## config.mk

```make
export PLATFORM = sky130hd
export DESIGN_NAME = tmp_buf_rd_arbiter_flat
export DESIGN_NICKNAME = d
export VERILOG_FILES = /design/src/rtl/tmp_buf_rd_arbiter_if.sv /design/src/rtl/tmp_buf_rd_arbiter.sv /design/src/flat_wrapper.sv
export SDC_FILE = /design/constraint.sdc
export NUM_CORES = 1
export LEC_CHECK = 0
export BUFFER_PORTS_ARGS = -buffer_cell sky130_fd_sc_hd__clkbuf_2
export CAP_MARGIN = 10
export CORE_MARGIN = 4
export CORE_UTILIZATION = 35
export CTS_CLUSTER_SIZE = 30
export DETAILED_ROUTE_END_ITERATION = 16
export PLACE_DENSITY = 0.79
export SYNTH_ARGS = -nofsm -noshare
export SYNTH_HDL_FRONTEND = slang
export SYNTH_SLANG_ARGS = --single-unit
```

## constraint.sdc

```tcl
create_clock -name clk -period 3.1 [get_ports clk]
set_input_delay 0.465 -clock clk [delete_from_list [all_inputs] [get_ports clk]]
set_output_delay 0.465 -clock clk [all_outputs]
set_load 0.05 [all_outputs]
```

## src/rtl/tmp_buf_rd_arbiter_if.sv

```systemverilog
// Read request/response channel shared by the tmp-buf read arbiter ports.
// One instance per requester and one toward the tmp buffer.
//   req_val/req_addr/req_rdy    : read request handshake
//   resp_val/resp_data/resp_rdy : read response handshake
// master drives requests and takes responses; slave does the opposite.
interface tmp_buf_rd_arbiter_if #(
  parameter int unsigned ADDR_W = 8,
  parameter int unsigned DATA_W = 32
);
  logic              req_val;
  logic [ADDR_W-1:0] req_addr;
  logic              req_rdy;
  logic              resp_val;
  logic [DATA_W-1:0] resp_data;
  logic              resp_rdy;

  modport master (
    output req_val, req_addr, resp_rdy,
    input  req_rdy, resp_val, resp_data
  );

  modport slave (
    input  req_val, req_addr, resp_rdy,
    output req_rdy, resp_val, resp_data
  );
endinterface

```

## src/rtl/tmp_buf_rd_arbiter.sv

```systemverilog
// Round-robin arbiter sharing the RX temporary payload buffer read port
// between requester 0 (store-buffer RX path) and requester 1 (debug/copy).
// Responses come back in issue order and are steered by an in-order tag FIFO.
//   clk, rst        : clock, asynchronous active-high reset
//   rq0, rq1        : requester channels (slave side)
//   tbuf            : tmp-buf read channel (master side)
//   outst_cnt       : reads in flight
//   err_orphan_resp : sticky, a response arrived with nothing in flight
module tmp_buf_rd_arbiter #(
  parameter int unsigned ADDR_W    = 8,
  parameter int unsigned DATA_W    = 32,
  parameter int unsigned MAX_OUTST = 4
) (
  input  logic                         clk,
  input  logic                         rst,
  tmp_buf_rd_arbiter_if.slave          rq0,
  tmp_buf_rd_arbiter_if.slave          rq1,
  tmp_buf_rd_arbiter_if.master         tbuf,
  output logic [$clog2(MAX_OUTST):0]   outst_cnt,
  output logic                         err_orphan_resp
);

  localparam int unsigned PTR_W = $clog2(MAX_OUTST);
  localparam int unsigned CNT_W = PTR_W + 1;

  if (MAX_OUTST < 2 || (MAX_OUTST & (MAX_OUTST - 1)) != 0) begin : g_bad_outst
    $error("MAX_OUTST must be a power of 2 and at least 2");
  end

  logic                 prio;
  logic [MAX_OUTST-1:0] tag_mem;
  logic [PTR_W-1:0]     wr_ptr;
  logic [PTR_W-1:0]     rd_ptr;
  logic [CNT_W-1:0]     cnt;
  logic                 err;

  logic                 sel;
  logic                 full;
  logic                 empty;
  logic                 head;
  logic                 req_val;
  logic                 resp_rdy;
  logic                 grant;
  logic                 pop;
  logic                 orphan;
  logic [ADDR_W-1:0]    sel_addr;
  logic [DATA_W-1:0]    resp_data;

  // Request side: pick requester, block on a full tag FIFO (no pop bypass).
  always_comb begin
    full  = (cnt == CNT_W'(MAX_OUTST));
    empty = (cnt == '0);
    if (rq0.req_val && rq1.req_val) begin
      sel = prio;
    end else begin
      sel = rq1.req_val;
    end
    sel_addr = sel ? rq1.req_addr : rq0.req_addr;
    req_val  = (rq0.req_val | rq1.req_val) & ~full & ~rst;
    grant    = req_val & tbuf.req_rdy;
  end

  // Response side: route by FIFO head; drain everything when nothing is in flight.
  always_comb begin
    head      = tag_mem[rd_ptr];
    resp_data = tbuf.resp_data;
    if (empty) begin
      resp_rdy = ~rst;
    end else begin
      resp_rdy = ~rst & (head ? rq1.resp_rdy : rq0.resp_rdy);
    end
    pop    = tbuf.resp_val & resp_rdy & ~empty;
    orphan = tbuf.resp_val & empty & ~rst;
  end

  assign tbuf.req_val   = req_val;
  assign tbuf.req_addr  = sel_addr;
  assign tbuf.resp_rdy  = resp_rdy;

  assign rq0.req_rdy    = tbuf.req_rdy & ~full & ~sel & ~rst;
  assign rq1.req_rdy    = tbuf.req_rdy & ~full & sel & ~rst;
  assign rq0.resp_val   = tbuf.resp_val & ~empty & ~head & ~rst;
  assign rq1.resp_val   = tbuf.resp_val & ~empty & head & ~rst;
  assign rq0.resp_data  = resp_data;
  assign rq1.resp_data  = resp_data;

  assign outst_cnt       = cnt;
  assign err_orphan_resp = err;

  // Tag FIFO, in-flight count, priority and sticky orphan flag.
  always_ff @(posedge clk or posedge rst) begin
    if (rst) begin
      prio    <= 1'b0;
      tag_mem <= '0;
      wr_ptr  <= '0;
      rd_ptr  <= '0;
      cnt     <= '0;
      err     <= 1'b0;
    end else begin
      if (grant) begin
        tag_mem[wr_ptr] <= sel;
        wr_ptr          <= wr_ptr + PTR_W'(1);
        prio            <= ~sel;
      end
      if (pop) begin
        rd_ptr <= rd_ptr + PTR_W'(1);
      end
      if (grant && !pop) begin
        cnt <= cnt + CNT_W'(1);
      end else if (pop && !grant) begin
        cnt <= cnt - CNT_W'(1);
      end
      if (orphan) begin
        err <= 1'b1;
      end
    end
  end

endmodule

```

## src/flat_wrapper.sv

```systemverilog
// flat-port wrapper written by rule: the top's interface ports become plain ports
module tmp_buf_rd_arbiter_flat 
#(
  parameter int unsigned ADDR_W    = 8,
  parameter int unsigned DATA_W    = 32,
  parameter int unsigned MAX_OUTST = 4
)
  (clk, rst, outst_cnt, err_orphan_resp, rq0_req_val, rq0_req_addr, rq0_resp_rdy, rq0_req_rdy, rq0_resp_val, rq0_resp_data, rq1_req_val, rq1_req_addr, rq1_resp_rdy, rq1_req_rdy, rq1_resp_val, rq1_resp_data, tbuf_req_val, tbuf_req_addr, tbuf_resp_rdy, tbuf_req_rdy, tbuf_resp_val, tbuf_resp_data);
  tmp_buf_rd_arbiter_if #(.ADDR_W(ADDR_W), .DATA_W(DATA_W)) rq0_i ();
  tmp_buf_rd_arbiter_if #(.ADDR_W(ADDR_W), .DATA_W(DATA_W)) rq1_i ();
  tmp_buf_rd_arbiter_if #(.ADDR_W(ADDR_W), .DATA_W(DATA_W)) tbuf_i ();
  input  logic clk;
  input  logic rst;
  output logic [$clog2(MAX_OUTST):0] outst_cnt;
  output logic err_orphan_resp;
  input wire logic [$bits(rq0_i.req_val)-1:0] rq0_req_val;
  input wire logic [$bits(rq0_i.req_addr)-1:0] rq0_req_addr;
  input wire logic [$bits(rq0_i.resp_rdy)-1:0] rq0_resp_rdy;
  output wire logic [$bits(rq0_i.req_rdy)-1:0] rq0_req_rdy;
  output wire logic [$bits(rq0_i.resp_val)-1:0] rq0_resp_val;
  output wire logic [$bits(rq0_i.resp_data)-1:0] rq0_resp_data;
  input wire logic [$bits(rq1_i.req_val)-1:0] rq1_req_val;
  input wire logic [$bits(rq1_i.req_addr)-1:0] rq1_req_addr;
  input wire logic [$bits(rq1_i.resp_rdy)-1:0] rq1_resp_rdy;
  output wire logic [$bits(rq1_i.req_rdy)-1:0] rq1_req_rdy;
  output wire logic [$bits(rq1_i.resp_val)-1:0] rq1_resp_val;
  output wire logic [$bits(rq1_i.resp_data)-1:0] rq1_resp_data;
  output wire logic [$bits(tbuf_i.req_val)-1:0] tbuf_req_val;
  output wire logic [$bits(tbuf_i.req_addr)-1:0] tbuf_req_addr;
  output wire logic [$bits(tbuf_i.resp_rdy)-1:0] tbuf_resp_rdy;
  input wire logic [$bits(tbuf_i.req_rdy)-1:0] tbuf_req_rdy;
  input wire logic [$bits(tbuf_i.resp_val)-1:0] tbuf_resp_val;
  input wire logic [$bits(tbuf_i.resp_data)-1:0] tbuf_resp_data;
  assign rq0_i.req_val = rq0_req_val;
  assign rq0_i.req_addr = rq0_req_addr;
  assign rq0_i.resp_rdy = rq0_resp_rdy;
  assign rq0_req_rdy = rq0_i.req_rdy;
  assign rq0_resp_val = rq0_i.resp_val;
  assign rq0_resp_data = rq0_i.resp_data;
  assign rq1_i.req_val = rq1_req_val;
  assign rq1_i.req_addr = rq1_req_addr;
  assign rq1_i.resp_rdy = rq1_resp_rdy;
  assign rq1_req_rdy = rq1_i.req_rdy;
  assign rq1_resp_val = rq1_i.resp_val;
  assign rq1_resp_data = rq1_i.resp_data;
  assign tbuf_req_val = tbuf_i.req_val;
  assign tbuf_req_addr = tbuf_i.req_addr;
  assign tbuf_resp_rdy = tbuf_i.resp_rdy;
  assign tbuf_i.req_rdy = tbuf_req_rdy;
  assign tbuf_i.resp_val = tbuf_resp_val;
  assign tbuf_i.resp_data = tbuf_resp_data;
  tmp_buf_rd_arbiter #(.ADDR_W(ADDR_W), .DATA_W(DATA_W), .MAX_OUTST(MAX_OUTST)) u_core (.clk(clk), .rst(rst), .rq0(rq0_i), .rq1(rq1_i), .tbuf(tbuf_i), .outst_cnt(outst_cnt), .err_orphan_resp(err_orphan_resp));
endmodule
```

==> run_results.csv <==
group,metric,value,unit
status,outcome,"finished clean",
floorplanning,fp.coreArea,3470,sq um
yosys,synthCells,156,
worst_setup_path,crit_cells,9,
worst_setup_path,crit_required,3270,ps
clock_tree,ctsHoldBuffers,0,
worst_setup_path,regToRegStartpoint,"u_core.rd_ptr[0]$_DFFE_PP0P_",
layout,drive_gt1_share,36.0,%
detailed_routing,drtIter0Drc,40,
yosys,synth.avg_cell_area,8.41,sq um
job,maxCapViolCount,0,
pwr,irDropWorstVdd,0.171,mV
clock_tree,cts_root_buf,"clkbuf_8",
worst_setup_path,critPathCaptureType,"register",
worst_setup_path,crit_type,"register to register",
sta,rsz0062_at_grt,"false",
global_routing,overflow,0,
sta,slew_headroom,64.0,%
clock_tree,h-tree-depth,1,
placement,post-dp-hpwl,1.78,mm
detailed_routing,via_per_inst,4.31,
layout,final_core_utilization,32.8,%
detailed_routing,vias,785,
detailed_routing,routed_wl,2.16,mm
layout,mostFrequentLayoutCells,"clkbuf_2 (41), nand2_1 (31), dfrtp_1 (13)",
worst_setup_path,critPathArrivalTime,2610,ps
clock_tree,clk_latency,250,ps
yosys,ys_ff_latch,13,
yosys,synth.distinct_cells,26,
worst_setup_path,crit_path_max_incr_delay,560,ps
clock_tree,clkSinkCount,13,
yosys,ys_seq_area_share,24.8,%
floorplanning,fp.dieW,69.2,um
worst_setup_path,cp_num_buf_inv,1,
global_routing,grt_antenna_before_repair,0,
clock_tree,cts_resized,0,
sta,setup_viol,0,
clock_tree,cts_tree,"done",
pwr,cellLeakagePower,0.604,nW
floorplanning,fp.dieArea,4790,sq um
detailed_routing,dr.pass1.iters,4,
floorplanning,rows,21,
detailed_routing,ant_nets,0,
clock_tree,numCtsBuffers,3,
layout,final_common_cell,"clkbuf_2",
worst_setup_path,cp_cell_sequence,"mux4_2, mux2i_1, or2_4, ha_1, inv_1, fa_1, xor2_1, nor2_1, xor2_1",
sta,clock_skew,2.43,ps
clock_tree,post-cts-setup-buffer-count,0,
floorplanning,pin_count,138,
global_routing,grt_pass1_vias,852,
floorplanning,initial_core_util,37.8,%
sta,finalHoldViolCount,0,
layout,nets,199,
sta,worst_slew_pin_slew,538,ps
detailed_routing,wire_per_inst,11.8,um
worst_setup_path,cp-startpoint,"u_core.rd_ptr[0]$_DFFE_PP0P_",
worst_setup_path,worst_path_most_repeated_cell,"xor2_1",
yosys,synthesis.area,1310,sq um
layout,num_antenna_cells,0,
sta,tns,0,ps
yosys,syn_nets,218,
worst_setup_path,startpoint_type,"register",
global_routing,grt_pass1_wl,3.75,mm
sta,holdWs,333,ps
placement,gp_congestion,0.737,
worst_setup_path,cpLargestDelayFamily,"multiplexers",
sta,fin_crit_sh,78.8,%
worst_setup_path,crit_fanout,3,
clock_tree,clk_pin_slew,50,ps
global_routing,grt_use_total,9.39,%
worst_setup_path,reg2regPathDepth,9,
detailed_routing,drc_errors,0,
clock_tree,clockBufferDepth,2,
placement,io_buffers,41,
sta,slew_violations,0,
min_path,hold_class,"input pin to asynchronous set/reset pin",
worst_setup_path,crit_slowest_cell,"mux4_2",
global_routing,grt_max_degree,14,
layout,syn_to_final_growth,-13.4,%
yosys,ys_warn_count,0,
sta,min_period,2440,ps
sta,max_freq,0.410,GHz
floorplanning,die_y,69.2,um
pwr,power.density,931,nW/um^2
==> final timing paths <==
| check | end | slack (ps) |
|---|---|---|
| min reg2reg | u_core.err_orphan_resp$_DFFE_PP0P_ | 450 |
| max reg2reg | u_core.outst_cnt[2]$_DFFE_PP0P_ | 660 |
| max in group asynchronous | u_core.wr_ptr[0]$_DFFE_PP0P_ | 2430 |
| min in group clk | u_core.err_orphan_resp$_DFFE_PP0P_ | 450 |
| min | u_core.tag_mem[0]$_DFFE_PP0P_ | 330 |
| max | u_core.outst_cnt[2]$_DFFE_PP0P_ | 660 |
==> layout make-up <==
cell class | count | area [sq um]
fill | 381 | 2330
multi-input combinational | 72 | 480
sequential | 13 | 325
timing repair buffer | 41 | 205
tap | 46 | 57.6
clock buffer | 4 | 45.0
inverter | 6 | 22.5
==> through the flow <==
| stage | cell area, sq um | cells | total power [W] | worst slack (ps) |
|---|---|---|---|---|
| floorplan | 1310 | 156 | 0.00100 | 619 |
| global placement | 1090 | 178 | 0.000900 | 703 |
| detailed placement | 1090 | 178 | 0.000919 | 632 |
| CTS | 1140 | 182 | 0.00107 | 629 |
| global route | 1140 | 182 | 0.00114 | 455 |
| finish | 1140 | 182 | 0.00106 | 658 |
==> cell families (layout without fill, tap and decap cells) <==
family,count (synthesis),after routing,synth area share (%)
compound gates,5,5,2.10
flops,13,13,24.8
mux,7,7,6.77
simple gates,48,48,17.4
xor+xnor,6,6,4.00
fa+ha+maj,6,6,6.29
buf+inv,71,51,38.6
==> power breakdown <==
| part | internal (W) | total [W] | switching, W |
|---|---|---|---|
| sequential | 0.000254 | 0.000329 | 0.0000745 |
| clock | 0.0000909 | 0.000152 | 0.0000611 |
| combinational | 0.000192 | 0.000577 | 0.000384 |
| total | 0.000537 | 0.00106 | 0.000520 |
==> cell usage after synthesis, drive strengths merged <==
library cell / number / area [sq um]
fa: 1 / 20.0
buf: 64 / 480
a21oi: 1 / 5.00
nand2: 31 / 116
o21ai: 3 / 15.0
nor3b: 2 / 15.0
inv: 6 / 22.5
dfrtp: 13 / 325
nor3: 2 / 10.0
nor4: 1 / 21.3
or2: 1 / 8.76
ha: 5 / 62.6
nand2b: 1 / 6.26
mux2i: 1 / 10.0
mux2: 5 / 56.3
clkbuf: 1 / 3.75
xnor2: 3 / 26.3
xor2: 3 / 26.3
and3: 1 / 7.51
a21o: 1 / 7.51
nor2: 5 / 18.8
and2: 1 / 6.26
or3: 2 / 12.5
mux4: 1 / 22.5
nor2b: 1 / 6.26
==> registers in the layout (all words and copies together) (netlist names) <==
name,count
u_core.err_orphan_resp,1
u_core.outst_cnt,3
u_core.prio,1
u_core.rd_ptr,2
u_core.tag_mem,4
u_core.wr_ptr,2
==> routing by layer <==
metal | share of wire (%) | track usage (%) | wire (um)
met3 | 11 | 6.09 | 246
met5 | 0 | 0 | 0
met4 | 1.7 | 4.34 | 37
met2 | 49 | 14.4 | 1070
met1 | 37 | 10.0 | 804
(Power assumes the default switching activity.)
